### src/rtl/aes_key_expand.sv
// aes_key_expand: AES-128 key schedule that fetches SubWord bytes over the shared S-box handshake and stores rk0..rk10
module aes_key_expand (
  input  logic         clk,
  input  logic         rst,
  input  logic         start,
  input  logic [127:0] cipher_key,
  input  logic [3:0]   rk_idx,
  output logic [127:0] round_key,
  output logic         busy,
  output logic         done,
  output logic         key_valid,
  output logic [7:0]   sbox_rqst_addr,
  output logic         flag_address_sent,
  input  logic         flag_data_sent,
  input  logic [7:0]   sbox_read_data
);
  typedef enum logic [2:0] {IDLE, LOAD, SUB, XOR, DONE} state_t;
  localparam logic [7:0] RCON [0:9] = '{8'h01, 8'h02, 8'h04, 8'h08, 8'h10, 8'h20, 8'h40, 8'h80, 8'h1b, 8'h36};
  state_t state, state_n;
  logic [3:0] r;
  logic [1:0] b;
  logic [127:0] cur;
  logic [127:0] rk [0:10];
  logic [31:0] sub, t, w4, w5, w6, w7;
  logic [7:0] rcon;
  logic ack;
  function automatic logic [7:0] rot_byte(input logic [31:0] w, input logic [1:0] i);
    return i == 2'd0 ? w[23:16] : i == 2'd1 ? w[15:8] : i == 2'd2 ? w[7:0] : w[31:24];
  endfunction
  assign ack = flag_address_sent & flag_data_sent;
  assign busy = state == LOAD || state == SUB || state == XOR;
  assign done = state == DONE;
  assign rcon = (r != 4'd0 && r <= 4'd10) ? RCON[r - 4'd1] : 8'h00;
  assign t = sub ^ {rcon, 24'h0};
  assign w4 = cur[127:96] ^ t;
  assign w5 = cur[95:64] ^ w4;
  assign w6 = cur[63:32] ^ w5;
  assign w7 = cur[31:0] ^ w6;
  always_ff @(posedge clk or posedge rst)
    if (rst) state <= IDLE;
    else state <= state_n;
  always_comb begin
    state_n = (state == IDLE || state == DONE) ? (start ? LOAD : IDLE) :
              state == LOAD ? SUB :
              state == SUB  ? ((ack && b == 2'd3) ? XOR : SUB) :
              state == XOR  ? (r == 4'd10 ? DONE : SUB) : IDLE;
  end
  always_ff @(posedge clk or posedge rst) begin
    if (rst) begin
      r <= '0;
      b <= '0;
      cur <= '0;
      sub <= '0;
      round_key <= '0;
      key_valid <= 1'b0;
      sbox_rqst_addr <= '0;
      flag_address_sent <= 1'b0;
      for (int i = 0; i < 11; i++) rk[i] <= '0;
    end else begin
      round_key <= rk_idx <= 4'd10 ? rk[rk_idx] : '0;
      if ((state == IDLE || state == DONE) && start) begin
        cur <= cipher_key;
        key_valid <= 1'b0;
      end else if (state == LOAD) begin
        rk[0] <= cur;
        r <= 4'd1;
        b <= 2'd0;
        flag_address_sent <= 1'b1;
        sbox_rqst_addr <= rot_byte(cur[31:0], 2'd0);
      end else if (state == SUB) begin
        // request low after each capture gives the mandatory one-cycle gap
        if (ack) begin
          sub <= {sub[23:0], sbox_read_data};
          flag_address_sent <= 1'b0;
          b <= b + 2'd1;
        end else if (!flag_address_sent) begin
          flag_address_sent <= 1'b1;
          sbox_rqst_addr <= rot_byte(cur[31:0], b);
        end
      end else if (state == XOR) begin
        cur <= {w4, w5, w6, w7};
        rk[r] <= {w4, w5, w6, w7};
        if (r != 4'd10) begin
          r <= r + 4'd1;
          flag_address_sent <= 1'b1;
          sbox_rqst_addr <= rot_byte(w7, 2'd0);
        end else key_valid <= 1'b1;
      end
    end
  end
endmodule

### config.mk
export PLATFORM = sky130hd
export DESIGN_NAME = aes_key_expand
export DESIGN_NICKNAME = d
export VERILOG_FILES = /design/src/rtl/aes_key_expand.sv
export SDC_FILE = /design/constraint.sdc
export NUM_CORES = 2
export LEC_CHECK = 0
export ABC_AREA = 1
export CAP_MARGIN = 20
export CELL_PAD_IN_SITES_DETAIL_PLACEMENT = 0
export CELL_PAD_IN_SITES_GLOBAL_PLACEMENT = 1
export CORE_MARGIN = 10
export CORE_UTILIZATION = 47
export CTS_CLUSTER_SIZE = 10
export DETAILED_ROUTE_END_ITERATION = 10
export GPL_TIMING_DRIVEN = 0
export PLACE_DENSITY = 0.83
export SLEW_MARGIN = 20
export SYNTH_ARGS = -nofsm -noshare
export SYNTH_HDL_FRONTEND = slang
export SYNTH_SLANG_ARGS = --single-unit
### constraint.sdc
create_clock -name clk -period 86.3 [get_ports clk]
set_clock_uncertainty 0.15 [all_clocks]
set_input_delay 12.945 -clock clk [delete_from_list [all_inputs] [get_ports clk]]
set_output_delay 12.945 -clock clk [all_outputs]
set_load 0.02 [all_outputs]
==> summary.txt <==
Worst r2r dst: rk[1367]
Worst hold path type: flop to flop
Static leakage: 0.03896 uW
Pint: 1821 uW
Peak Freq: 59.10 MHz
Post-route ant nets: 0
Pre-antenna DRT Iters: 6
Die Footprint: 0.1754 mm2
Critical Path Start Type: primary input
Total CTS buffers: 197
First-pass GRT wire length: 543300 um
Worst EP arrival: 17520 ps
Post-synth EDFFs: 0
Starting Density: 0.4726
Vias per std cell: 6.573
IO Pins: 284
Minimum clock period: 16920 ps
Slew Limit Fails: 0
Yosys top cell by area: dfrtp_1
Crit-path max FO: 10
Worst-skew pair later-pin latency: 850 ps
Grt ovf: 0
Worst Setup SP: rk_idx[0]
Final instance area: 0.08731 mm2
Maximum buffer depth of the clock tree: 3
Setup violators final: 0
Warning count from the yosys run: 0
Die W: 418.8 um
Post-synth cell types: 46
Number of port buffers: 282
R2R cell count: 9
Vias in the first global route: 68130
Share of layout cells above drive strength 1: 0.06318
Combinational Power Share: 0.423
Worst hold slack: 328.2 ps
Routed via count: 72730
Crit Path Category: primary input to flop
Gr usage total: 0.4430
Clk sinks: 1715
Critical path required time: 86900 ps
WL/cell: 35.96 um
DP Area: 0.08163 mm2
Tcrit/Tclk final: 0.1961
Initial antenna violation count: 44
Flop pwr share: 0.355
Pwr dens: 39.76 mW/mm2
Share of the synthesized area in the top cell type: 0.5741
Syn Inst Count: 8345
Clock root cell: clkbuf_16
Area delta synth->final: 16.79%
RSZ-0062 raised after global routing: no
Routed WL: 397900 um
Power Total: 3471 uW
Mapped Area: 0.07476 mm2
Final hold vios: 0
Gp weighted congestion: 1.063
Max-cap violation count: 0
Core box area: 0.1582 mm2
Status: finished clean
FF-to-FF setup slack: 81640 ps
H-tree lvl count: 4
Synth area leaders: dfrtp_1 57%, o21ai_0 12%, nand2_1 11%
Sequential fraction of the synthesis area: 0.5741
Largest net degree at the start of global routing: 108
Number of core rows: 146
Net Sw Power: 1651 uW
Post-Syn Area per Cell: 8.958 um2
Commonest non-fill, non-tap cell in the layout: nand2_1
Post-DP HPWL: 300700 um
Maximum vdd ir drop: 0.00003051 V
Worst r2r src: r[0]
CTS tree: built
Ys async rst share: 1.000
Synth Register Bits: 1715
Final #Nets: 9041
Die Ht: 418.8 um
Setup TNS: 0 ps
# resized after CTS: 0
Critical path endpoint category: flop
Final Util: 0.5519
CP endpoint: round_key[98]
Clock Power Share: 0.222
Slew @ Worst Pin: 1358 ps
Postcts setup bufs: 0
Most used DFF post-synth: dfrtp_1
Slew HR: 0.09492
Most frequent cells in the layout: 2134 x nand2_1, 1831 x o21ai_0, 1715 x dfrtp_1
Reg clk slew, reported paths: 60 ps
DRC: 0
Hold_buf cts: 0
Switching share of power: 0.4755
Synthesized net count: 8499
Starting DRT DRC Count: 11420
==> synth_stat cells (all sizes together) (3+ instances only) <==
| library cell | number |
|---|---|
| buf | 114 |
| o221ai | 155 |
| nand4 | 26 |
| a22oi | 91 |
| xnor2 | 24 |
| o22ai | 15 |
| nor3 | 13 |
| clkbuf | 601 |
| ha | 10 |
| nand2 | 2170 |
| o21ai | 1878 |
| a21oi | 158 |
| xor2 | 23 |
| nor2 | 336 |
| a41oi | 3 |
| o211ai | 49 |
| a32o | 128 |
| nand3 | 171 |
| inv | 412 |
| a31oi | 48 |
| clkinv | 3 |
| dfrtp | 1715 |
| a221oi | 132 |
| o21bai | 6 |
| o2111ai | 59 |
==> cell families after synthesis <==
family                   share of synthesized area
adder cells (fa/ha/maj)                   0.001674
AND/OR/NAND/NOR                             0.1453
XOR/XNOR                                  0.005506
flip-flops                                  0.5741
buffers and inverters                      0.05898
AO/OA/AOI/OAI                               0.2145
==> power by group through the flow <==
stage          clock (uW)  sequential [uW]  combinational, uW
2_1_floorplan           0             1190                686
3_3_place_gp            0             1240               1330
3_5_place_dp            0             1230               1380
4_1_cts               767             1220               1380
5_1_grt               799             1250               1510
6_report              772             1230               1470
==> per-stage QoR <==
| stage | worst slack, ps | cells |
|---|---|---|
| after floorplan | 24800 | 8345 |
| after global placement | 3974 | 10700 |
| final | 69380 | 11070 |
| after global routing | 69640 | 11030 |
| after CTS | 69740 | 11030 |
| after detailed placement | 68880 | 10760 |
==> layout make-up <==
cell class	count	area [um2]
Antenna cell	35	87.58
Buffer	715	2940
Timing Repair Buffer	343	4049
Clock inverter	11	141.4
Fill cell	14730	70890
Sequential cell	1715	42920
Tap cell	2072	2592
Clock buffer	259	5396
Multi-Input combinational cell	5500	27620
Inverter	415	1565
==> flip-flops by register name, indices dropped and copies added (netlist names) <==
| name | count |
|---|---|
| sub | 32 |
| r | 4 |
| round_key | 128 |
| rk | 1408 |
| flag_address_sent | 1 |
| key_valid | 1 |
| state | 3 |
| sbox_rqst_addr | 8 |
| b | 2 |
| cur | 128 |
==> how the worst min path moves through the flow <==
stage,start,cells past startpoint,to
6_report,rk[1259],2,rk[1259]
5_1_grt,rk[854],2,rk[854]
4_1_cts,rk[1251],2,rk[1251]
3_5_place_dp,rk[1251],2,rk[1251]
3_3_place_gp,rk[1251],2,rk[1251]
2_1_floorplan,rk[227],2,rk[227]
==> worst max-delay path, stage by stage <==
cell	delay, ps
clkdlybuf4s50_1	720
clkbuf_1	640
nand2_1	160
inv_1	280
clkbuf_1	940
clkbuf_1	900
nand2_1	400
o2111ai_1	240
a32o_1	300
==> metal layers <==
metal | up-vias | GRT usage | part of all wire
met1 | 36650 | 0.5760 | 0.38
met5 | - | 0 | 0.00045
li1 | 29470 | - | -
met3 | 1170 | 0.1768 | 0.14
met2 | 5414 | 0.5993 | 0.40
met4 | 28 | 0.3066 | 0.082
Note: power is estimated with default switching activity, not from simulation.
